[src/rtl/free_list_alloc.sv]
// Free-block pool: circular FIFO of block indices, round-robin grants (0-cycle, one per cycle), one free per cycle.
// No backpressure on frees; a free into a full pool or during init is dropped and latched in err_o.
module free_list_alloc #(
  parameter int NUM_PORTS  = 4,
  parameter int NUM_BLOCKS = 256,
  parameter int ADDR_W     = $clog2(NUM_BLOCKS)
) (
  input  logic                 clk,
  input  logic                 rst_n,
  input  logic [NUM_PORTS-1:0] alloc_req_i,
  output logic [NUM_PORTS-1:0] alloc_gnt_o,
  output logic [ADDR_W-1:0]    alloc_block_idx_o,
  input  logic                 free_valid_i,
  input  logic [ADDR_W-1:0]    free_idx_i,
  output logic [ADDR_W:0]      free_cnt_o,
  output logic                 empty_o,
  output logic                 init_done_o,
  output logic                 err_o
);

  localparam int PW = (NUM_PORTS > 1) ? $clog2(NUM_PORTS) : 1;
  localparam logic [ADDR_W:0] FULL = (ADDR_W+1)'(NUM_BLOCKS);

  typedef enum logic {S_INIT, S_RUN} state_t;

  state_t              state_q, state_d;
  logic [ADDR_W-1:0]   rd_ptr_q, rd_ptr_d;
  logic [ADDR_W-1:0]   wr_ptr_q, wr_ptr_d;
  logic [ADDR_W:0]     cnt_q, cnt_d;
  logic [PW-1:0]       rr_ptr_q, rr_ptr_d;
  logic                err_q, err_d;
  logic [ADDR_W-1:0]   mem [NUM_BLOCKS];

  logic                gnt_vld;
  logic [PW-1:0]       gnt_port;
  logic                free_ok;
  logic                mem_we;
  logic [ADDR_W-1:0]   mem_wdat;
  int                  p;

  // Grant depends only on registered state and the live request vector.
  always_comb begin
    gnt_vld  = 1'b0;
    gnt_port = '0;
    p        = 0;
    if (state_q == S_RUN && cnt_q != '0) begin
      for (int i = 0; i < NUM_PORTS; i++) begin
        p = int'(rr_ptr_q) + i;
        if (p >= NUM_PORTS) p = p - NUM_PORTS;
        if (!gnt_vld && alloc_req_i[p]) begin
          gnt_vld  = 1'b1;
          gnt_port = PW'(p);
        end
      end
    end
  end

  assign alloc_gnt_o       = gnt_vld ? (NUM_PORTS'(1) << gnt_port) : '0;
  assign alloc_block_idx_o = gnt_vld ? mem[rd_ptr_q] : '0;
  assign free_cnt_o        = cnt_q;
  assign empty_o           = (cnt_q == '0);
  assign init_done_o       = (state_q == S_RUN);
  assign err_o             = err_q;

  always_comb begin
    state_d  = state_q;
    rd_ptr_d = rd_ptr_q;
    wr_ptr_d = wr_ptr_q;
    cnt_d    = cnt_q;
    rr_ptr_d = rr_ptr_q;
    err_d    = err_q;
    free_ok  = 1'b0;
    mem_we   = 1'b0;
    mem_wdat = wr_ptr_q;
    case (state_q)
      S_INIT: begin
        mem_we   = 1'b1;
        wr_ptr_d = wr_ptr_q + 1'b1;
        cnt_d    = cnt_q + 1'b1;
        if (cnt_q == FULL - 1'b1) state_d = S_RUN;
        if (free_valid_i) err_d = 1'b1;
      end
      S_RUN: begin
        free_ok = free_valid_i && (cnt_q != FULL);
        if (free_valid_i && !free_ok) err_d = 1'b1;
        if (free_ok) begin
          mem_we   = 1'b1;
          mem_wdat = free_idx_i;
          wr_ptr_d = wr_ptr_q + 1'b1;
        end
        if (gnt_vld) begin
          rd_ptr_d = rd_ptr_q + 1'b1;
          rr_ptr_d = (gnt_port == PW'(NUM_PORTS - 1)) ? '0 : gnt_port + 1'b1;
        end
        cnt_d = cnt_q + {{ADDR_W{1'b0}}, free_ok} - {{ADDR_W{1'b0}}, gnt_vld};
      end
      default: state_d = S_INIT;
    endcase
  end

  always_ff @(posedge clk or negedge rst_n) begin
    if (!rst_n) begin
      state_q  <= S_INIT;
      rd_ptr_q <= '0;
      wr_ptr_q <= '0;
      cnt_q    <= '0;
      rr_ptr_q <= '0;
      err_q    <= 1'b0;
    end else begin
      state_q  <= state_d;
      rd_ptr_q <= rd_ptr_d;
      wr_ptr_q <= wr_ptr_d;
      cnt_q    <= cnt_d;
      rr_ptr_q <= rr_ptr_d;
      err_q    <= err_d;
    end
  end

  // Contents need no reset: INIT rewrites every entry before the first grant.
  always_ff @(posedge clk) begin
    if (mem_we) mem[wr_ptr_q] <= mem_wdat;
  end

endmodule

[config.mk]
export PLATFORM = sky130hd
export DESIGN_NAME = free_list_alloc
export DESIGN_NICKNAME = d
export VERILOG_FILES = /design/src/rtl/free_list_alloc.sv
export SDC_FILE = /design/constraint.sdc
export NUM_CORES = 2
export LEC_CHECK = 0
export CELL_PAD_IN_SITES_DETAIL_PLACEMENT = 1
export CELL_PAD_IN_SITES_GLOBAL_PLACEMENT = 1
export CORE_ASPECT_RATIO = 1.1
export CORE_MARGIN = 2
export CORE_UTILIZATION = 56
export DETAILED_ROUTE_END_ITERATION = 12
export PLACE_DENSITY_LB_ADDON = 0.12
export SYNTH_ARGS = -nofsm -noshare
export SYNTH_HDL_FRONTEND = slang
export SYNTH_SLANG_ARGS = --single-unit
[constraint.sdc]
create_clock -name clk -period 4.6 [get_ports clk]
set_input_delay 1.38 -clock clk [delete_from_list [all_inputs] [get_ports clk]]
set_output_delay 1.38 -clock clk [all_outputs]
set_load 0.01 [all_outputs]
After elaboration in Yosys (flattened, before gate mapping)
Memories as Yosys holds them, arrays and structs flattened.
Index checks and enable logic that the tools add are counted.
Storage, ports and cells
  register bits after elaboration: 29
  bits in writable memories: 2048
  input bits: 15
  output and inout bits: 24
  memories kept: 1
Memories
  mem: words 256, bits a word 8, read ports 1, clocked after memory_dff 0, wr ports 1, RTL line 32  | logic [ADDR_W-1:0] mem [NUM_BLOCKS];
Operators by class
  add/sub/neg operators: 13
  magnitude comparators: 8
  equality and inequality tests: 6
  shift operators: 1
  multiplexer cells: 50
  bitwise gates (word level): 1
  reductions and logical operators: 14
Operators with widths (count)
  2-to-1 mux 32 bit: 8
  < comparator 32 x 4 -> 1 bit (second input constant): 4
  2-to-1 mux 8 bit: 4
  2-to-1 mux 1 bit: 23
  case mux 9 bit (2 select lines): 1
  adder 8 x 1 -> 8 bit (second input constant): 2
  case mux 8 bit (2 select lines): 1
  2-to-1 mux 2 bit: 6
  subtractor 3 x 3 -> 4 bit (second input constant): 3
  adder 9 x 1 -> 9 bit: 1
  adder 9 x 1 -> 9 bit (second input constant): 1
  equality test 9 x 8 -> 1 bit (second input constant): 1
  greater-or-equal comparator 3 bit (second input constant): 3
  logical NOT 9 bit: 1
  != test 9 bit (second input constant): 1
  nonzero test 9 bit: 1
  subtractor 9 x 1 -> 9 bit: 1
  binary-select mux 1 bit (select 2 bit): 4
  adder 2 x 2 -> 3 bit (second input constant): 2
  logical AND 1 bit: 6
  logical NOT 1 bit: 4
  2-to-1 mux 4 bit: 1
  != test 2 x 1 -> 1 bit (second input constant): 2
  case mux 1 bit (2 select lines): 2
  9 further kinds: 10

Logic depth before layout (Yosys ltp)
  depth in word-level cells: 22
  mapped depth: 18

Worst setup path before layout
Ideal clock, no wire load.
  path type: in2reg
  start point: input alloc_req_i[0]
  end point: register cnt_q[8] (netlist: free_cnt_o[8])
  library setup time: 0.120 ns
  data arrival time: 4.099 ns
  required time: 4.480 ns
  setup slack: 0.380 ns
  stages: 15
  path buffers: 1
  cell sequence: nor2_1 -> a21oi_1 -> clkbuf_1 -> ha_1 -> inv_1 -> ha_1 -> inv_1 -> fa_1 -> nand2b_1 -> a21oi_1 -> o21ai_0 -> a21oi_1 -> o211ai_1 -> a21o_1 -> a31o_2
Between the ends
  cells in the longest elaborated chain, start to end: 19
  elaborated cells on any way between the ends: 28
  those cells by class: add/sub (1); mux (21); reduce/logical (6)
Ends and longest elaborated chain
  from (decl): RTL line 10  | input logic [NUM_PORTS-1:0] alloc_req_i,
  binary-select mux 1 bit (select 2 bit): RTL line 50  | if (!gnt_vld && alloc_req_i[p]) begin
  2-to-1 mux 1 bit (implied by the code) (2 in a row): RTL line 50
  2-to-1 mux 1 bit: RTL line 50
  2-to-1 mux 1 bit: RTL line 46  | if (state_q == S_RUN && cnt_q != '0) begin
  logical NOT 1 bit: RTL line 50
  logical AND 1 bit: RTL line 50
  2-to-1 mux 1 bit: RTL line 50
  2-to-1 mux 1 bit: RTL line 46
  [3 not listed]
  2-to-1 mux 1 bit: RTL line 46
  logical NOT 1 bit: RTL line 50
  logical AND 1 bit: RTL line 50
  2-to-1 mux 1 bit (*): RTL line 50
  2-to-1 mux 1 bit (*): RTL line 46
  subtractor 9 x 1 -> 9 bit (*): RTL line 95  | cnt_d = cnt_q + {{ADDR_W{1'b0}}, free_ok} - {{ADDR_W{1'b0}}, gnt_vld};
  case mux 9 bit (2 select lines) (*): RTL line 75  | case (state_q)
  via cnt_d[8]: RTL line 29  | logic [ADDR_W:0] cnt_q, cnt_d;
  to (signal assigned): RTL line 113  | cnt_q <= cnt_d;
  to (decl): RTL line 29
The timed path passes the listed nets; every way through them passes the cells marked *. The select of a mux whose other input is x is not followed.
A chain may end at the register's enable or synchronous reset.

Worst setup path after layout
  start point: register rd_ptr_q[0]
  end point: output alloc_block_idx_o[5]
Between the ends
  cells in the longest elaborated chain, start to end: 2
Ends and longest elaborated chain
  from (decl): RTL line 27  | logic [ADDR_W-1:0] rd_ptr_q, rd_ptr_d;
  from (signal assigned): RTL line 111  | rd_ptr_q <= rd_ptr_d;
  memory read (256 x 8 bit)
  2-to-1 mux 8 bit: RTL line 59  | assign alloc_block_idx_o = gnt_vld ? mem[rd_ptr_q] : '0;
  to (decl): RTL line 12  | output logic [ADDR_W-1:0] alloc_block_idx_o,
Every way passes these cells.

==> impl_metrics.env <==
export IMPL_route_vias_total=45055
export IMPL_hold_violations=0
export IMPL_grt_pass1_wl_um=361000
export IMPL_critPathKind="reg -> out"
export IMPL_finalClockSkew_ns=0.0336
export IMPL_ios=39
export IMPL_final_ws_setup_ns=-0.816
export IMPL_met1_length_um=89000
export IMPL_synth_enable_flop_cells=2048
export IMPL_ys_seq_elements=2077
export IMPL_met3_length_um=25400
export IMPL_n_fill_cell=11444
export IMPL_run_status="finished with violations"
export IMPL_grt_pass1_vias=47633
export IMPL_gp_routability_congestion=0.916
export IMPL_final_min_period_over_clock_period_pct=118
export IMPL_initial_utilization_pct=56.5
export IMPL_drt_vias_per_instance=6.70
export IMPL_mappedNetlistNets=3931
export IMPL_die_area_um2=149000
export IMPL_report_final_slew_viol_count=0
export IMPL_rsz_0062_raised_after_global_routing="yes"
export IMPL_fp_row_count=146
export IMPL_worstRegToRegCells=19
export IMPL_synthesis_instances=3885
export IMPL_highest_metal_layer_with_signal_wires="met5"
export IMPL_clkLatencyLatePin_ns=0.87
export IMPL_fin_nets=4675
export IMPL_die_w_um=368
export IMPL_vdd_drop_max_mv=0.448
export IMPL_tritoncts_num_buffers=199
export IMPL_worstSetupEndpointType="output pin"
export IMPL_fraction_of_post_synthesis_cell_area_in_the_top_cell_type_by_area_pct=75.5
export IMPL_grt_start_max_net_pins=115
export IMPL_max_cap_violations=0
export IMPL_worst_ep_required_time_ns=3.22
export IMPL_route_detailed_drc=0
export IMPL_ant_nets=0
export IMPL_path_category_of_the_worst_min_delay_check="reg -> reg"
export IMPL_violations="setup timing"
export IMPL_finish_cell_count_without_fillers=6725
export IMPL_worst_pin_slew_ns=1.15
export IMPL_maxSlewHeadroom_pct=22.9
export IMPL_r2r_slack_ns=0.59
export IMPL_met2RoutedLength_um=126000
export IMPL_yosys_warnings=0
export IMPL_synth_area_per_cell_um2=21.0
export IMPL_cts_root_buffer_cell="sky130_fd_sc_hd__clkbuf_16"
export IMPL_grt_overflow_total=0
export IMPL_placedCellCount=6292
export IMPL_io_buffers=38
export IMPL_final_setup_tns_ns=-6.00
export IMPL_synth_sequential_area_ratio_pct=76.4
export IMPL_synthArstFlopShare_pct=1.40
export IMPL_tritoncts_clock_tree="done"
export IMPL_clkSlewWorstSetupHoldPaths_ns=0.06
export IMPL_cts_root_to_sink_buffers=3
export IMPL_cts_sinks=2077
export IMPL_grt_antenna_before_repair=8
export IMPL_worst_path_max_fanout=6
export IMPL_routed_wl_per_cell_um=37.8
export IMPL_synth_top_cell_by_area="sky130_fd_sc_hd__edfxtp_1"
export IMPL_yosys_most_used_dff="sky130_fd_sc_hd__edfxtp_1"
export IMPL_route_final_wire_length_um=254000
export IMPL_grt_total_usage_pct=34.8
export IMPL_fin_crit_ns=5.42
export IMPL_hold_path_depth=1
export IMPL_core_region_area_um2=144000
export IMPL_power_static_leakage_nw=30.2
export IMPL_netlist_cell_type_count=68
export IMPL_cts_htree_levels=4
export IMPL_setup_viol_count_final=8
export IMPL_worstSetupStartpointType="flop"
export IMPL_worst_path_arrival_time_ns=4.04
export IMPL_dr_pass1_iters=5
export IMPL_dieHeight_um=404
export IMPL_post_dp_hpwl_um=158000
export IMPL_powerDensity_nw_per_um2=379
export IMPL_synth_top_cells_by_count="sky130_fd_sc_hd__edfxtp_1 (2048), sky130_fd_sc_hd__mux4_2 (470), sky130_fd_sc_hd__nor2_1 (304), sky130_fd_sc_hd__mux2i_1 (154), sky130_fd_sc_hd__clkbuf_1 (102)"
export IMPL_post_route_cells_drive_above_1_share_pct=35.7
export IMPL_synth_most_common_cell="sky130_fd_sc_hd__edfxtp_1"
export IMPL_post_synth_instance_area_um2=81500
export IMPL_max_clock_freq_ghz=0.185
export IMPL_area_delta_synth_final_pct=20.2
export IMPL_ys_top_cells_by_area="sky130_fd_sc_hd__edfxtp_1 (75%), sky130_fd_sc_hd__mux4_2 (13%), sky130_fd_sc_hd__mux2i_1 (1.9%)"
export IMPL_drt_initial_drc_count=5987
worst max-delay path: stages, from the launching register on:
cell                       delay (ns)
sky130_fd_sc_hd__dfrtp_4         0.52
sky130_fd_sc_hd__buf_12          0.15
sky130_fd_sc_hd__buf_12          0.15
sky130_fd_sc_hd__buf_12          0.15
sky130_fd_sc_hd__buf_16          0.15
sky130_fd_sc_hd__buf_12          0.14
sky130_fd_sc_hd__buf_8           0.12
sky130_fd_sc_hd__mux4_2          0.47
sky130_fd_sc_hd__a221oi_4        0.35
sky130_fd_sc_hd__buf_6           0.16
sky130_fd_sc_hd__o21ai_2         0.05
sky130_fd_sc_hd__nor4_2          0.25
sky130_fd_sc_hd__buf_4           0.20
sky130_fd_sc_hd__o31ai_4         0.11
sky130_fd_sc_hd__buf_2           0.17
kinds of logic after synthesis:
| logic type | count (synthesis) | synth area share [%] |
|---|---|---|
| adders and majority gates | 31 | 0.485 |
| muxes | 640 | 15.2 |
| AOI/OAI and AO/OA | 359 | 3.17 |
| buffers and inverters | 256 | 1.95 |
| xor gates and xnor gates | 24 | 0.258 |
| and+or+nand+nor | 498 | 2.57 |
| DFF | 2077 | 76.4 |
per-layer routing:
layer  track usage, %  vias to the layer above
li1                 -                    17664
met1             44.9                    23937
met2             57.1                     2831
met3             7.42                      607
met4             16.0                       16
met5                0                        -
registers in the layout, summed over array words and instances (netlist names):
name	flops
err_o	1
free_cnt_o	9
init_done_o	1
mem	2048
rd_ptr_q	8
rr_ptr_q	2
wr_ptr_q	8
through the flow:
step	setup WS, ns	cell area (um^2)	util, %	total power [mW]	hold slack [ns]
final	-0.816	98000	67.9	37.1	0.465
after global routing	-0.863	98000	67.9	37.8	0.478
after CTS	-0.778	97500	67.6	37.2	0.463
after detailed placement	-0.773	89000	61.7	21.1	0.447
after global placement	-0.707	89000	61.7	21.1	0.440
after floorplan	0.380	81500	-	21.0	0.491
worst paths after layout:
check | start | to
min in group asynchronous | rst_n | wr_ptr_q[5]$_DFFE_PN0P_
max | rd_ptr_q[0]$_DFFE_PN0P_ | alloc_block_idx_o[5]
min reg2reg | err_o$_DFFE_PN0P_ | err_o$_DFFE_PN0P_
max in group asynchronous | rst_n | rd_ptr_q[1]$_DFFE_PN0P_
max reg2reg | free_cnt_o[1]$_DFF_PN0_ | free_cnt_o[8]$_DFF_PN0_
min | err_o$_DFFE_PN0P_ | err_o$_DFFE_PN0P_
where the power goes:
group	switching, mW	internal, mW
sequential	0.00357	20.5
combinational	0.142	0.170
clock	7.14	9.20
total	7.29	29.8
cell usage in the layout (no fill, tap or decap), types with 14 or more instances in the layout:
cell / count
sky130_fd_sc_hd__edfxtp_1: 2048
sky130_fd_sc_hd__buf_4: 591
sky130_fd_sc_hd__mux4_2: 471
sky130_fd_sc_hd__nor2_1: 295
sky130_fd_sc_hd__clkbuf_16: 206
sky130_fd_sc_hd__mux2i_1: 135
sky130_fd_sc_hd__buf_12: 81
sky130_fd_sc_hd__nand2_1: 80
sky130_fd_sc_hd__a22oi_1: 53
sky130_fd_sc_hd__clkinv_1: 49
sky130_fd_sc_hd__a21oi_1: 47
sky130_fd_sc_hd__clkbuf_1: 37
sky130_fd_sc_hd__nand3_1: 33
sky130_fd_sc_hd__clkinv_2: 33
sky130_fd_sc_hd__ha_1: 29
sky130_fd_sc_hd__buf_6: 26
sky130_fd_sc_hd__inv_1: 25
sky130_fd_sc_hd__a221oi_2: 23
sky130_fd_sc_hd__o22ai_1: 23
sky130_fd_sc_hd__buf_16: 21
sky130_fd_sc_hd__dfrtp_1: 21
sky130_fd_sc_hd__clkdlybuf4s50_1: 21
sky130_fd_sc_hd__a22oi_2: 18
sky130_fd_sc_hd__a22o_1: 18
sky130_fd_sc_hd__bufinv_16: 18
sky130_fd_sc_hd__xnor2_1: 17
sky130_fd_sc_hd__o21ai_0: 16
sky130_fd_sc_hd__o21ai_1: 14
final cells by class:
type                            count  area [um^2]  area share, %
Clock inverter                    121         1090           1.11
Multi-Input combinational cell   1552        19200           19.6
Sequential cell                  2077        62200           63.5
Tap cell                         1924         2410           2.46
Antenna cell                        6         15.0         0.0153
Clock buffer                      246         5310           5.42
Inverter                           27          106          0.109
Timing Repair Buffer              772         7610           7.77
what timing repair did:
action                                 in CTS  in global routing
pin swaps                                  66                 33
setup endpoints to repair                  12                 11
hold buffers                                0                  0
gates resized for setup                   321                 69
buffers inserted                           51                 12
endpoints found under the hold margin       0                  0
gates cloned                               11                  2
Power figures use the tool's default switching activity.
